==> src/rtl/id_stage.sv <==
`default_nettype none
// ============================================================================
//  Module      : id_stage
//  Description : Instruction decode stage. Holds the IF/ID pipeline register,
//                a 32x32 register file with write-through bypass, load-use
//                hazard detection (stalls fetch, bubbles EX) and a halt latch.
//  Revision    : 1.0  initial release
// ============================================================================
module id_stage #(
    parameter int                 NUM_REGS  = 32,
    parameter int                 DATA_W    = 32,
    parameter logic [5:0]         HALT_OP   = 6'b110001,
    parameter logic [DATA_W-1:0]  NOP_INSTR = '0
) (
    input  logic              clk,
    input  logic              rst,
    input  logic [DATA_W-1:0] if_instr,
    input  logic [DATA_W-1:0] if_pc_1,
    input  logic              if_pred_taken,
    input  logic              changeFlow,
    input  logic              ex_mem_read,
    input  logic [4:0]        ex_rd,
    input  logic              wb_we,
    input  logic [4:0]        wb_rd,
    input  logic [DATA_W-1:0] wb_data,
    output logic              stall_PC,
    output logic              id_valid,
    output logic [DATA_W-1:0] id_instr,
    output logic [DATA_W-1:0] id_pc_1,
    output logic              id_pred_taken,
    output logic [DATA_W-1:0] rs_data,
    output logic [DATA_W-1:0] rt_data,
    output logic [DATA_W-1:0] imm_sext,
    output logic [4:0]        rd,
    output logic              halted
);

    // ------------------------------------------------------------------------
    // Halt latch state encoding
    // ------------------------------------------------------------------------
    typedef enum logic [0:0] {
        ST_RUN    = 1'b0,
        ST_HALTED = 1'b1
    } halt_state_t;

    // ------------------------------------------------------------------------
    // Storage
    // ------------------------------------------------------------------------
    logic [DATA_W-1:0] r_instr;
    logic [DATA_W-1:0] r_pc_1;
    logic              r_pred_taken;
    logic              r_valid;
    halt_state_t       r_state;
    logic              r_halted;
    logic [DATA_W-1:0] r_regs [NUM_REGS];

    // ------------------------------------------------------------------------
    // Decode fields, taken from the latched IF/ID contents only
    // ------------------------------------------------------------------------
    logic [5:0] w_opcode;
    logic [4:0] w_rs_addr;
    logic [4:0] w_rt_addr;
    logic       w_hazard;
    logic       w_halt_dec;
    logic       w_wb_hit;

    assign w_opcode  = r_instr[31:26];
    assign w_rs_addr = r_instr[25:21];
    assign w_rt_addr = r_instr[20:16];

    // rt is compared even for formats that do not read it: a spurious stall
    // costs one cycle, a missed one corrupts data.
    assign w_hazard = r_valid && ex_mem_read && (ex_rd != 5'd0) &&
                      ((ex_rd == w_rs_addr) || (ex_rd == w_rt_addr));

    // The halt instruction itself must issue, so it is only recognised once
    // it is actually leaving decode (valid and not stalled).
    assign w_halt_dec = r_valid && !w_hazard && (w_opcode == HALT_OP);

    // Writes to r0 are dropped everywhere, including the bypass path.
    assign w_wb_hit = wb_we && (wb_rd != 5'd0);

    // ------------------------------------------------------------------------
    // IF/ID pipeline register: flush beats stall/halt, which beat capture
    // ------------------------------------------------------------------------
    always_ff @(posedge clk or posedge rst) begin
        if (rst) begin
            r_instr      <= NOP_INSTR;
            r_pc_1       <= '0;
            r_pred_taken <= 1'b0;
            r_valid      <= 1'b0;
        end else if (changeFlow) begin
            r_instr      <= NOP_INSTR;
            r_pred_taken <= 1'b0;
            r_valid      <= 1'b0;
        end else if (!(w_hazard || r_halted)) begin
            r_instr      <= if_instr;
            r_pc_1       <= if_pc_1;
            r_pred_taken <= if_pred_taken;
            r_valid      <= 1'b1;
        end
    end

    // ------------------------------------------------------------------------
    // Halt latch: enter on an issuing halt, leave only on redirect or reset
    // ------------------------------------------------------------------------
    always_ff @(posedge clk or posedge rst) begin
        if (rst) begin
            r_state  <= ST_RUN;
            r_halted <= 1'b0;
        end else begin
            case (r_state)
                ST_RUN: begin
                    if (!changeFlow && w_halt_dec) begin
                        r_state  <= ST_HALTED;
                        r_halted <= 1'b1;
                    end
                end
                ST_HALTED: begin
                    if (changeFlow) begin
                        r_state  <= ST_RUN;
                        r_halted <= 1'b0;
                    end
                end
                default: begin
                    r_state  <= ST_RUN;
                    r_halted <= 1'b0;
                end
            endcase
        end
    end

    // ------------------------------------------------------------------------
    // Register file write port; writeback is never blocked by the pipeline
    // ------------------------------------------------------------------------
    always_ff @(posedge clk or posedge rst) begin
        if (rst) begin
            for (int i = 0; i < NUM_REGS; i++) begin
                r_regs[i] <= '0;
            end
        end else if (w_wb_hit) begin
            r_regs[wb_rd] <= wb_data;
        end
    end

    // ------------------------------------------------------------------------
    // Read port A with same-cycle writeback bypass
    // ------------------------------------------------------------------------
    always_comb begin
        rs_data = '0;
        if (w_rs_addr != 5'd0) begin
            if (w_wb_hit && (wb_rd == w_rs_addr)) begin
                rs_data = wb_data;
            end else begin
                rs_data = r_regs[w_rs_addr];
            end
        end
    end

    // ------------------------------------------------------------------------
    // Read port B with same-cycle writeback bypass
    // ------------------------------------------------------------------------
    always_comb begin
        rt_data = '0;
        if (w_rt_addr != 5'd0) begin
            if (w_wb_hit && (wb_rd == w_rt_addr)) begin
                rt_data = wb_data;
            end else begin
                rt_data = r_regs[w_rt_addr];
            end
        end
    end

    // ------------------------------------------------------------------------
    // Outputs
    // ------------------------------------------------------------------------
    assign stall_PC      = w_hazard || r_halted;
    assign id_valid      = r_valid && !w_hazard && !r_halted;
    assign id_instr      = r_instr;
    assign id_pc_1       = r_pc_1;
    assign id_pred_taken = r_pred_taken;
    assign imm_sext      = {{(DATA_W-16){r_instr[15]}}, r_instr[15:0]};
    assign rd            = r_instr[15:11];
    assign halted        = r_halted;

endmodule
`default_nettype wire

==> config.mk <==
export PLATFORM = sky130hd
export DESIGN_NAME = id_stage
export DESIGN_NICKNAME = d
export VERILOG_FILES = /design/src/rtl/id_stage.sv
export SDC_FILE = /design/constraint.sdc
export NUM_CORES = 2
export LEC_CHECK = 0
export BUFFER_PORTS_ARGS = -buffer_cell sky130_fd_sc_hd__clkbuf_2
export CAP_MARGIN = 20
export CORE_MARGIN = 2
export CORE_UTILIZATION = 40
export DETAILED_ROUTE_END_ITERATION = 10
export GPL_ROUTABILITY_DRIVEN = 0
export MAX_ROUTING_LAYER = met4
export PLACE_DENSITY = 0.56
export SYNTH_ARGS = -nofsm -noshare
export SYNTH_HDL_FRONTEND = slang
export SYNTH_SLANG_ARGS = --single-unit
==> constraint.sdc <==
create_clock -name clk -period 41.3 [get_ports clk]
set_input_delay 6.195 -clock clk [delete_from_list [all_inputs] [get_ports clk]]
set_output_delay 6.195 -clock clk [all_outputs]
set_load 0.01 [all_outputs]
* Word level (Yosys, flattened, before mapping) *
Index checks and enable logic that the tools add are counted.

storage, ports and cells
  register bits after elaboration = 1092
  output and inout bits = 169
  logic and storage cells = 103

cells by class
  magnitude comparators = 4
  equality and inequality tests = 8
  multiplexer cells = 25
  bitwise gates (word level) = 6
  reductions and logical operators = 22

operator list
  kind                                                         number
  bitwise mux 1024 bit                                         1
  2-to-1 mux 32 bit                                            11
  binary-select mux 32 bit (select 5 bit)                      2
  demux 32 bit (select 5 bit)                                  1
  == test 5 bit                                                4
  nonzero test 5 bit                                           4
  greater-or-equal comparator 6 bit (second input constant)    3
  inverter 5 -> 6 bit                                          3
  logical AND 1 bit                                            11
  2-to-1 mux 1 bit                                             8
  == test 6 bit (second input constant)                        1
  less-than comparator 6 x 1 -> 1 bit (second input constant)  1
  != test 2 bit (second input constant)                        3
  case mux 1 bit (2 select lines)                              2
  AND reduction 2 bit                                          2
  logical NOT 1 bit                                            3
  inverter 1 bit                                               3
  logical OR 1 bit                                             2

* Longest topological paths before layout *
  depth in word-level cells = 9
  gate-level depth with buffers = 11
  gate-level depth less buffers = 6

* Least setup slack after synthesis *
OpenSTA, ideal clock, no wires.

  path kind = input to output
  start = input port wb_rd[1]
  end = output port rt_data[22]
  data arrival time = 7881 ps
  slack = 27224 ps
  cell stages on the path = 9
  path through = buf_2 xor2_1 nor4_1 and3_1 and2_1 buf_2 buf_2 nor3_1 nor3_1

between the ends
  word-level cells in the longest chain between the ends = 5

RTL lines
  item                   line  text
  start, declared        24    input logic [4:0] wb_rd,
  nonzero test 5 bit     81    assign w_wb_hit = wb_we && (wb_rd != 5'd0);
  logical AND 1 bit      81
  logical AND 1 bit (*)  166   if (w_wb_hit && (wb_rd == w_rt_addr)) begin
  2-to-1 mux 32 bit (*)  166
  2-to-1 mux 32 bit (*)  165   if (w_rt_addr != 5'd0) begin
  end, declared          32    output logic [DATA_W-1:0] rt_data,

Mark *: on every way between the ends. The rest lies on a longest branch, timed or not.

* Worst setup path in the final report *
  start = input port wb_rd[2]
  end = output port rs_data[29]

between the ends
  word-level cells in the longest chain between the ends = 5

RTL lines
  item                   line  text
  nonzero test 5 bit     81
  logical AND 1 bit      81
  logical AND 1 bit (*)  152   if (w_wb_hit && (wb_rd == w_rs_addr)) begin
  2-to-1 mux 32 bit (*)  152
  2-to-1 mux 32 bit (*)  151   if (w_rs_addr != 5'd0) begin
  end, declared          31    output logic [DATA_W-1:0] rs_data,

Marks and branches as above.

==> flow_metrics.py <==
metrics = {
    "sta": {
        "slew_violations": 0,
        "setup_violations": 0,
        "setup_tns_ns": 0,
        "rsz_0062_raised_after_global_routing": "no",
        "layout_worst_path_cycle_share": 0.384,
        "timing.final.crit_period_ns": 15.86,
        "tightestPinTransition_ns": 1.18,
        "clock.fmax_mhz": 63.0,
        "timing.max_slew.rel_slack": 0.212,
        "clock_skew_ns": 0.0240,
        "report.final.hold_viol_count": 0,
    },
    "global_routing": {
        "grt_pass1_vias": 40300,
        "grt_ovf": 0,
        "grt_max_degree": 181,
        "globalRouteTotalUtil": 0.301,
        "antenna_found_initial": 5,
        "first_pass_grt_wire_length_um": 308000,
    },
    "route": {
        "drc": 0,
        "drt_first_iter_violations": 3855,
        "drt-wirelength-per-cell_um": 34.6,
        "viasPerCell": 6.40,
        "finalWirelength_um": 216000,
        "dr_total_vias": 40000,
        "drt_pre_antenna_iters": 6,
        "antenna_violating_nets_post_route": 0,
    },
    "setup_path": {
        "worst-path-max-fanout": 26,
        "setup.reg_to_reg.worst_slack_ns": 36.86,
        "r2r_start": "id_instr[25]",
        "critPathKind": "in -> out",
        "critical_path.reg2reg.endpoint": "id_pc_1[9]",
        "cpMostUsedCell": "sky130_fd_sc_hd__clkbuf_2",
        "dominant_delay_contributor_by_cell_family_on_the_critical_path": "simple AND/OR/NAND/NOR gates",
        "timing.critical_path.cells": "clkbuf_2, xor2_1, nor4_1, and4_2, buf_4, or3_2, a211oi_1, a311o_1, clkbuf_2",
        "worstPathRequired_ns": 35.10,
        "cp_slowest_stage_delay_ns": 1.05,
        "worst_path_arrival_ns": 9.67,
        "critical_path.startpoint_type": "input port",
        "path_buf_inv": 3,
        "critical_path.slowest_cell": "sky130_fd_sc_hd__or3_2",
        "worst_setup_path_end_kind": "primary output",
        "worst-r2r-cell-count": 9,
    },
    "cells_and_area": {
        "fill_cells": 12900,
        "area_growth_pct": 12.1,
        "final_util": 0.453,
        "final-instance-count-excl-fill": 6249,
        "post_route_cells_drive_above_1_share": 0.482,
        "finalInstanceArea_mm2": 0.0651,
        "fin_nets": 4355,
    },
    "worst_hold_path": {
        "worst_hold_path.num_cells": 0,
        "min_to": "r_regs[1003]",
        "worst_hold_path_type": "reg -> reg",
        "hold_path.startpoint": "r_regs[1003]",
    },
    "clocking": {
        "cts_root_buffer": "sky130_fd_sc_hd__clkbuf_16",
        "numCtsBuffers": 130,
        "clk_path_buf_depth": 3,
        "cts_num_sinks": 1092,
        "ctsHtreeMaxLevel": 4,
        "ctsHoldBuffers": 0,
        "clk_latency_ns": 0.78,
        "clock_tree_from_tritoncts": "built",
        "path_clk_slew_ns": 0.06,
        "cts.repair.resized": 0,
        "cts_setup_buffers": 0,
    },
    "power_and_ir_drop": {
        "power-per-cell-area_mw_per_mm2": 50.8,
        "power_leakage_uw": 0.0277,
        "power.ir.vdd_worst_v": 0.0000467,
        "total_power_uw": 3300,
    },
    "synth": {
        "synth_top_flop_cell": "sky130_fd_sc_hd__dfrtp_1",
        "avgSynthCellArea_um2": 13.8,
        "yosysWarningCount": 0,
        "synth_edf_count": 0,
        "seq_area_frac_synth": 0.471,
        "synth_fp_nets": 4318,
        "yosys_register_bits": 1092,
        "yosysMostFrequentCell": "sky130_fd_sc_hd__dfrtp_1",
        "syn-cell-area_mm2": 0.0580,
        "synth.top_cell.area_share": 0.471,
        "synth_top_cell_by_area": "sky130_fd_sc_hd__dfrtp_1",
        "async_reset_ff_frac": 1.00,
        "synth_top_cells_by_area": "sky130_fd_sc_hd__dfrtp_1 47%, sky130_fd_sc_hd__mux2_2 20%, sky130_fd_sc_hd__mux4_2 14%",
        "post_synth_num_cell_types": 60,
        "synthTopCellsByCount": "1,092 x sky130_fd_sc_hd__dfrtp_1, 1,053 x sky130_fd_sc_hd__mux2_2, 373 x sky130_fd_sc_hd__mux4_2, 244 x sky130_fd_sc_hd__clkbuf_1, 239 x sky130_fd_sc_hd__mux2i_1",
        "netlist_instances": 4206,
    },
    "die": {
        "floorplan.die.height_um": 385,
        "die_x_um": 385,
        "rows": 139,
        "core_area_mm2": 0.144,
        "initial_utilization": 0.404,
        "die-area_mm2": 0.148,
        "top_level_ports": 281,
    },
    "flow_run": {
        "max-cap-violations": 0,
    },
    "place": {
        "placed_area_mm2": 0.0608,
        "place.detailed.instances": 6014,
        "post-dp-hpwl_um": 122000,
        "io_buffer_count": 280,
    },
    "status": {
        "status": "finished clean",
    },
}
-- where the power goes --
part	total, uW	switching [uW]	internal, uW
Sequential	1420	153	1270
Clock	1170	469	701
Combinational	713	339	373
Total	3300	961	2340
-- cells by family (layout without fill, tap and decap cells) --
group                     Yosys count  in the layout  share of synthesized area
DFF                              1092           1092                      0.471
muxes                            1665           1665                      0.390
xor gates and xnor gates           20             20                    0.00302
buffers and inverters             499            634                     0.0397
and+or+nand+nor                   407            407                     0.0345
other                               0              5                          0
AOI/OAI and AO/OA                 523            523                     0.0618
-- flip-flops by register name, summed over array words and instances (netlist names) --
register,flops
halted,1
id_instr,32
id_pc_1,32
id_pred_taken,1
r_regs,1024
r_state,1
r_valid,1
-- through the flow --
step | hold slack [ns] | worst slack (ns)
3_5_place_dp | 0.382 | 25.53
4_1_cts | 0.396 | 25.52
6_report | 0.397 | 25.44
5_1_grt | 0.403 | 25.37
2_1_floorplan | 0.441 | 4.36
3_3_place_gp | 0.379 | 25.56
-- final cells by class --
| cell class | instances | area [um^2] | area share |
|---|---|---|---|
| clock buffer | 207 | 4010 | 0.0617 |
| multi-input combinational | 2615 | 28700 | 0.440 |
| tap | 1903 | 2380 | 0.0366 |
| timing repair buffer | 394 | 2330 | 0.0358 |
| sequential | 1092 | 27400 | 0.420 |
| clock inverter | 23 | 284 | 0.00436 |
| antenna | 5 | 12.5 | 0.000192 |
| inverter | 10 | 45.0 | 0.000692 |
-- how the worst max path moves through the flow --
stage | from | to | slack [ns] | cells past startpoint
after floorplan | rst | halted | 4.36 | 1
after global placement | wb_rd[2] | rs_data[29] | 25.56 | 9
final | wb_rd[2] | rs_data[29] | 25.44 | 9
after detailed placement | wb_rd[2] | rs_data[29] | 25.53 | 9
after CTS | wb_rd[2] | rs_data[29] | 25.52 | 9
after global routing | wb_rd[2] | rs_data[29] | 25.37 | 9
-- layer usage --
layer / part of all wire / track usage
met5: 0 / -
met4: 0.045 / 0.125
met3: 0.073 / 0.0554
met2: 0.47 / 0.460
met1: 0.42 / 0.395
-- cell usage in the layout (no fill, tap or decap), drive strengths merged, types with 8 or more instances in the layout --
cell type	synthesis	routed
dfrtp	1092	1092
mux2	1053	1053
clkbuf	244	487
mux4	373	373
mux2i	239	239
nand2	126	126
buf	245	114
o21ai	111	111
nor2	93	93
o22ai	84	84
a22oi	69	69
nor3	69	69
a21oi	58	58
a221oi	39	39
a211oi	36	36
a22o	34	34
nand3	24	24
a211o	21	21
a221o	18	18
nor2b	17	17
nor4	16	16
nor3b	15	15
inv	10	13
xnor2	12	12
clkinv	0	11
nand2b	11	11
a31oi	10	10
o211ai	9	9
and3	8	8
xor2	8	8
Power figures use the tool's default switching activity.
